--- config.mk ---
export PLATFORM = sky130hd
export DESIGN_NAME = lut_cluster
export DESIGN_NICKNAME = d
export VERILOG_FILES = /design/src/rtl/lut_cluster_pkg.sv /design/src/rtl/lut_cluster_cell.sv /design/src/rtl/lut_cluster.sv
export SDC_FILE = /design/constraint.sdc
export NUM_CORES = 1
export LEC_CHECK = 0
export ABC_CLOCK_PERIOD_IN_PS = 2500
export BUFFER_PORTS_ARGS = -buffer_cell sky130_fd_sc_hd__buf_2
export CAP_MARGIN = 40
export CORE_ASPECT_RATIO = 0.75
export CORE_MARGIN = 1
export CORE_UTILIZATION = 35
export DETAILED_ROUTE_END_ITERATION = 8
export GPL_ROUTABILITY_DRIVEN = 0
export SLEW_MARGIN = 30
export SYNTH_ARGS = -nofsm -noshare
export SYNTH_HDL_FRONTEND = slang
export SYNTH_SLANG_ARGS = --single-unit
--- constraint.sdc ---
create_clock -name clk -period 2.5 [get_ports clk]
set_input_delay 0.5 -clock clk [delete_from_list [all_inputs] [get_ports clk]]
set_output_delay 0.5 -clock clk [all_outputs]
set_load 0.05 [all_outputs]
--- src/rtl/lut_cluster_pkg.sv ---
// Shared types and sizing helpers for the LUT cluster.
// Readback logic is built only when LUT_CFG_READBACK_EN is defined.
package lut_cluster_pkg;

  typedef enum logic [1:0] {
    UNCFG = 2'd0,
    LOAD  = 2'd1,
    CFG   = 2'd2
  } state_e;

  function automatic int bits_per_lut(input int k);
    return (1 << k) + 1;
  endfunction

  function automatic int cfg_bits(input int k, input int n);
    return n * bits_per_lut(k);
  endfunction

  function automatic int nwords(input int k, input int n, input int w);
    return (cfg_bits(k, n) + w - 1) / w;
  endfunction

endpackage

--- src/rtl/lut_cluster_cell.sv ---
// One K-input LUT: truth-table lookup, reg_en select and output register.
// The register only tracks the table while the cluster is live.
module lut_cell
  import lut_cluster_pkg::*;
#(
  parameter int K   = 6,
  parameter int BPL = bits_per_lut(K)
) (
  input  logic           clk,
  input  logic           rst_n,
  input  logic           clr,
  input  logic           live,
  input  logic [BPL-1:0] cfg,
  input  logic [K-1:0]   lut_in,
  output logic           lut_out
);

  logic truth;
  logic reg_en;
  logic out_q;

  assign truth  = cfg[{1'b0, lut_in}];
  assign reg_en = cfg[BPL-1];

  always_ff @(posedge clk) begin
    if (!rst_n || clr || !live) out_q <= 1'b0;
    else                        out_q <= truth;
  end

  assign lut_out = live & (reg_en ? out_q : truth);

endmodule

--- src/rtl/lut_cluster.sv ---
// LUT cluster: word-wide config load FSM, config storage and NUM_LUTS cells.
// Optional config readback stream under LUT_CFG_READBACK_EN.
module lut_cluster
  import lut_cluster_pkg::*;
#(
  parameter int LUT_SIZE   = 6,
  parameter int NUM_LUTS   = 4,
  parameter int PROG_WIDTH = 8
) (
  input  logic                         clk,
  input  logic                         rst_n,
  input  logic                         prog_start,
  input  logic                         prog_valid,
  output logic                         prog_ready,
  input  logic [PROG_WIDTH-1:0]        prog_data,
  output logic                         prog_done,
  input  logic [NUM_LUTS*LUT_SIZE-1:0] lut_in,
  output logic [NUM_LUTS-1:0]          lut_out
`ifdef LUT_CFG_READBACK_EN
  ,
  input  logic                         rb_start,
  output logic                         rb_valid,
  output logic [PROG_WIDTH-1:0]        rb_data
`endif
);

  localparam int BPL  = bits_per_lut(LUT_SIZE);
  localparam int CFGB = cfg_bits(LUT_SIZE, NUM_LUTS);
  localparam int NW   = nwords(LUT_SIZE, NUM_LUTS, PROG_WIDTH);
  localparam int CW   = (NW > 1) ? $clog2(NW) : 1;
  localparam int TOT  = NW * PROG_WIDTH;

  state_e                             state_q;
  logic [CW-1:0]                      cnt_q;
  logic                               ready_q;
  logic                               done_q;
  logic [NW-1:0][PROG_WIDTH-1:0]      cfg_q;
  logic [TOT-1:0]                     cfg_flat;
  logic [PROG_WIDTH-1:0]              wmask;
  logic                               wr_en;
  logic                               live;

  assign wr_en = !prog_start && (state_q == LOAD) && prog_valid;
  assign live  = (state_q == CFG);

  // Bits of the current word that land beyond CFG_BITS are dropped on write.
  always_comb begin
    wmask = '0;
    for (int b = 0; b < PROG_WIDTH; b++)
      wmask[b] = (int'(cnt_q) * PROG_WIDTH + b) < CFGB;
  end

  always_ff @(posedge clk) begin
    if (!rst_n) begin
      state_q <= UNCFG;
      cnt_q   <= '0;
      ready_q <= 1'b0;
      done_q  <= 1'b0;
    end else if (prog_start) begin
      state_q <= LOAD;
      cnt_q   <= '0;
      ready_q <= 1'b1;
      done_q  <= 1'b0;
    end else begin
      case (state_q)
        LOAD: begin
          if (prog_valid) begin
            if (cnt_q == CW'(NW - 1)) begin
              state_q <= CFG;
              cnt_q   <= '0;
              ready_q <= 1'b0;
              done_q  <= 1'b1;
            end else begin
              cnt_q <= cnt_q + CW'(1);
            end
          end
        end
        CFG: begin
          ready_q <= 1'b0;
          done_q  <= 1'b1;
        end
        default: begin
          ready_q <= 1'b0;
          done_q  <= 1'b0;
        end
      endcase
    end
  end

  always_ff @(posedge clk) begin
    if (!rst_n)     cfg_q        <= '0;
    else if (wr_en) cfg_q[cnt_q] <= prog_data & wmask;
  end

  assign prog_ready = ready_q;
  assign prog_done  = done_q;
  assign cfg_flat   = cfg_q;

  generate
    if (TOT > CFGB) begin : g_pad
      logic unused_pad;
      assign unused_pad = |cfg_flat[TOT-1:CFGB];
    end
  endgenerate

  for (genvar gi = 0; gi < NUM_LUTS; gi++) begin : g_lut
    lut_cell #(.K(LUT_SIZE)) u_cell (
      .clk    (clk),
      .rst_n  (rst_n),
      .clr    (prog_start),
      .live   (live),
      .cfg    (cfg_flat[gi*BPL +: BPL]),
      .lut_in (lut_in[gi*LUT_SIZE +: LUT_SIZE]),
      .lut_out(lut_out[gi])
    );
  end

`ifdef LUT_CFG_READBACK_EN
  logic          rb_valid_q;
  logic [CW-1:0] rb_cnt_q;

  // One word per cycle, no backpressure; a new request is ignored mid-stream.
  always_ff @(posedge clk) begin
    if (!rst_n || prog_start) begin
      rb_valid_q <= 1'b0;
      rb_cnt_q   <= '0;
    end else if (rb_valid_q) begin
      if (rb_cnt_q == CW'(NW - 1)) begin
        rb_valid_q <= 1'b0;
        rb_cnt_q   <= '0;
      end else begin
        rb_cnt_q <= rb_cnt_q + CW'(1);
      end
    end else if (rb_start && state_q == CFG) begin
      rb_valid_q <= 1'b1;
      rb_cnt_q   <= '0;
    end
  end

  assign rb_valid = rb_valid_q;
  assign rb_data  = rb_valid_q ? cfg_q[rb_cnt_q] : '0;
`endif

endmodule
# == Word-level counts from Yosys, hierarchy flattened ==
# Cells that the tools add are included.
# totals
memories,0
mem_bits_ro,0
ramBits,0
latch_bits,0
ff_bits,278
word_cells,121
# classes
mul,0
div,0
reduce_logical,17
bitwise_logic,6
add_sub_neg,8
eq_ne,7
n_shift,0
magnitude_cmp,14
muxes,27
# op_table
operator,count
264-bit bitwise mux,1
10-bit by 9-bit < comparator with 1-bit output (second input constant),7
8-bit demux with 6-bit select,1
9-bit by 3-bit adder with 10-bit output (second input constant),4
6-bit by 8-bit < comparator with 1-bit output (second input constant),4
1-bit binary-select mux with 6-bit select,4
9-bit by 2-bit adder with 10-bit output (second input constant),2
1-bit 2-to-1 mux,18
9-bit by 1-bit adder with 10-bit output (second input constant),1
9-bit < comparator (second input constant),1
8-bit AND,1
8-bit 2-to-1 mux,1
6-bit by 7-bit < comparator with 1-bit output (second input constant),1
6-bit by 1-bit adder with 6-bit output (second input constant),1
6-bit equality test (second input constant),1
6-bit by 1-bit >= comparator with 1-bit output (second input constant),1
6-bit 2-to-1 mux,1
2-bit AND reduction,3
3-bit AND reduction,2
2-bit nonzero test,3
1-bit AND,4
1-bit logical AND,3
1-bit zero test,3
3-bit by 2-bit != test with 1-bit output (second input constant),1
9 further kinds,10

# == Logic depth before layout (Yosys ltp) ==
# depth
word_depth,5
ltp_mapped,9
ltp_nobuf,7

# == Modules after synthesis ==
# A second synthesis with hierarchy kept.
# unflattened
hier_cells,1211
hier_area_um2,12964.9
# by_module_without_submodules
mod,instances,area_per_inst_um2,seq_area_each_um2,cells_per_inst
lut_cluster,1,10317.4,5405.2,971
lut_cell,4,661.9,20.0,60

# == Worst setup path after synthesis ==
# No wires, ideal clock.
# synth_path
path_type,input -> output
startpoint,input port lut_in[0]
endpoint,output port lut_out[0]
path_slack_ns,0.002
cell_stages,7
n_path_buf,2
arrival_ns,1.998
required_time_ns,2.000
path_cell_list,buf_6 > mux4_1 > nor2_1 > nor3_1 > a2111oi_2 > o41ai_2 > buf_4
# synth_via
elab_chain_len,4
# synth_lines
item,line_no,source
start: declaration,lut_cluster.sv:17,"input logic [NUM_LUTS*LUT_SIZE-1:0] lut_in,"
1-bit binary-select mux with 6-bit select,lut_cluster_cell.sv:22,"assign truth = cfg[{1'b0, lut_in}];"
1-bit 2-to-1 mux (implied by the code),lut_cluster_cell.sv:22,
1-bit 2-to-1 mux,lut_cluster_cell.sv:30,assign lut_out = live & (reg_en ? out_q : truth);
1-bit AND,lut_cluster_cell.sv:30,
end: declaration,lut_cluster.sv:18,output logic [NUM_LUTS-1:0] lut_out
# No other way between the ends. The select of a mux whose other input is x is not followed.

# == Worst setup path after layout ==
# layout_path
startpoint,"register cfg_q, in the netlist cfg_flat[85]"
endpoint,output port lut_out[1]
# layout_via
elab_chain_len,4
# layout_lines
item,line_no,source
start: declaration,lut_cluster.sv:37,logic [NW-1:0][PROG_WIDTH-1:0] cfg_q;
start signal: indexed assignment,lut_cluster.sv:92,else if (wr_en) cfg_q[cnt_q] <= prog_data & wmask;
1-bit binary-select mux with 6-bit select,lut_cluster_cell.sv:22,
1-bit 2-to-1 mux (implied by the code),lut_cluster_cell.sv:22,
1-bit 2-to-1 mux,lut_cluster_cell.sv:30,
1-bit AND,lut_cluster_cell.sv:30,
# No other way between the ends. The select of a mux whose other input is x is not followed.

==> impl_results.md <==
- Core area: roughly 0.037 mm2
- Final nets: 1478
- Via count: 10300
- Layout Utilization: 41.8%
- Final hold violations: 0
- Syn-to-layout area delta: 16.5%
- Critical Path Sink Type: output port
- Number of global-route vias before repair: 10000
- Reg area: 0.00550 mm2
- Max-cap violations: 0
- Initial core utilization: 35.9%
- Routed length per instance: 18.9 um
- Total gr overflow: 0
- Drt drc: 0
- Synthesized area: 0.0134 mm2
- Seq/Total Area, Yosys: roughly two fifths
- VDD IR-drop max: 0.521 mV
- FMAX: 352 MHz
- FP Rows: just over 60
- Final period util: 114%
- RSZ-0062 raised after global routing: yes
- GRT Total Usage: between 10% and 20%
- Die area: 0.0391 mm2
- Netlist cell types: 56
- Post-synth EDFFs: 0
- DRT Pass-1 Iters: 5
- Startpoint Class: flip-flop
- Root Driver: clkbuf_16
- Static Leak: 5.90 nW
- Tot Pwr: 9.29 mW
- Synthesized Nets: 1427
- Initial antenna violation count: 0
- Post-Place Worst Slack: -0.481 ns
- Clock slew at reported path FFs: 0.06 ns
- Synth Warn #: 0
- WP data required: 2.00 ns
- R2R Setup Slk: 0.25 ns
- Via density: roughly 5.2
- Layout cell share with drive strength beyond 1: about a fifth
- Fin. max-slew vios: 0
- Worst Path Max Fanout: 2
- Antenna Violating Nets Remaining: 0
- Clock Path Buffers: 3
- Crit path time final: between 2 and 3 ns
- Slew @ Worst Pin: 0.654 ns
- Port Buf Inserts: a little over 40
- Status: finished, violations left
- Worst slew margin: a little under three fifths
- First-pass GRT wire length: 58.4 mm
- Final setup viols: 4
- Sum of negative setup slack: -1.23 ns
- Die X: 228 um
- Pwr/cell area: 595 mW/mm2
- Clock Sink Count: ~270
- H-Tree Depth: 1
- Pin count of the biggest net entering global routing: 142
- Synth Area per Inst: 9.67 um2
- Detailed Place HPWL: 23.7 mm
- Crit path setup slack, layout: -0.344 ns
- Num ports: between 40 and 50
- Fillers: 3706
- Mapped Cells: 1386
- Flops & latches, synth: about 270
- Die height: 172 um
- Clk Latency, worst-skew pair: 0.56 ns
- Hold Crit Class: in -> reg
- Async set-reset flop share out of synthesis: 0%
- Diodes inserted: 0
- Critical Path AT: 2.34 ns
- Failing checks: setup timing
- Final WL: 37.1 mm
- CTS tree: built
- WS Path Type: reg -> out
- Initial DRC Count: 740
- Multi-input gate area in the final layout: 0.00736 mm2
- Setup skew after layout: 0.0218 ns
- Cts bufs inserted: 28
- Synth Flop Type: dfxtp_1
## worst max-delay path, cell delays in order (launching register included)
cell and delay, ns:
dfxtp_1 0.31, mux4_2 0.48, o22ai_2 0.14, a311oi_2 0.07
a2111oi_4 0.42, o41ai_2 0.14, buf_4 0.22
## path summary, 6_finish.rpt
check	from	end	depth (start not counted)
setup / recovery	cfg_flat[85]$_SDFFE_PN0P_	lut_out[1]	6
hold / removal	prog_start	prog_ready$_SDFFE_PN0P_	2
setup reg to reg	state_q[1]$_SDFFE_PP0P_	cfg_flat[126]$_SDFFE_PN0P_	8
hold reg to reg	cfg_flat[131]$_SDFFE_PN0P_	cfg_flat[131]$_SDFFE_PN0P_	2
## layer usage
metal  vias up  part of all wire (%)  global-route usage (%)
met2       245                    43                    28.9
met4         0                   1.6                    3.65
li1       4960                     -                       -
met1      5030                    50                    28.0
met5         -                     0                       0
met3        44                   5.1                    2.92
## cell usage in the layout, fill, tap and decap left out, drive strengths merged, types with 16 or more instances in the layout
| cell | n |
|---|---|
| nor2b | 120 |
| nand3 | 62 |
| mux4 | 48 |
| mux2 | 28 |
| nand2 | 205 |
| nor2 | 43 |
| mux2i | 111 |
| o22ai | 16 |
| o21ai | 97 |
| a21boi | 155 |
| dfxtp | 274 |
| clkbuf | 50 |
| buf | 140 |
## synth_stat cells (18+ instances only)
cell	instances	area (um2)
dfxtp_1	274	5490
nand2_1	202	758
nor2b_1	120	751
mux2i_1	111	1110
a21boi_0	101	758
o21ai_0	96	480
clkbuf_1	65	244
nand3_1	59	295
a21boi_1	54	405
mux4_2	32	721
nor2_1	30	113
mux2_2	28	315
buf_4	18	135
buf_6	18	203
## kinds of logic after synthesis
family | Yosys count | synth area share [%]
XOR/XNOR | 5 | 0.327
adder cells (fa/ha/maj) | 5 | 0.467
AND/OR/NAND/NOR | 478 | 18.2
buffers and inverters | 133 | 5.55
multiplexers | 187 | 19.1
flip-flops | 274 | 40.9
AO/OA/AOI/OAI | 304 | 15.4
## where the power goes
part / internal, mW / switching [mW]
registers: 4.37 / 0.00505
clock network: 2.53 / 1.77
logic: 0.263 / 0.354
## registers in the layout, summed over array words and instances, names as in the netlist
register,cells
state_q,2
prog_ready,1
cnt_q,6
g_lut.u_cell.out_q,4
prog_done,1
cfg_flat,260
## repair_timing
item                       4_1_cts  5_1_grt
setup endpoints to repair        4        4
resized for setup               34       16
pin swaps                       16       11
hold buffers                     0        0
cloned                           0        0
setup buffers                    2        2
## cell type report
type	instances	area share [%]
Multi-Input combinational cell	979	47.1
Timing Repair Buffer	140	7.24
Inverter	14	0.336
Clock inverter	1	0.0320
Clock buffer	50	6.05
Tap cell	504	4.04
Sequential cell	274	35.2
## stage by stage
| step | hold slack, ns | area, um2 | instances |
|---|---|---|---|
| after floorplan | 0.430 | 13400 | 1386 |
| after global placement | 0.445 | 14400 | 1908 |
| after detailed placement | 0.450 | 14400 | 1908 |
| after CTS | 0.234 | 15500 | 1959 |
| after global routing | 0.250 | 15600 | 1962 |
| final | 0.257 | 15600 | 1962 |
(Power assumes the default switching activity.)
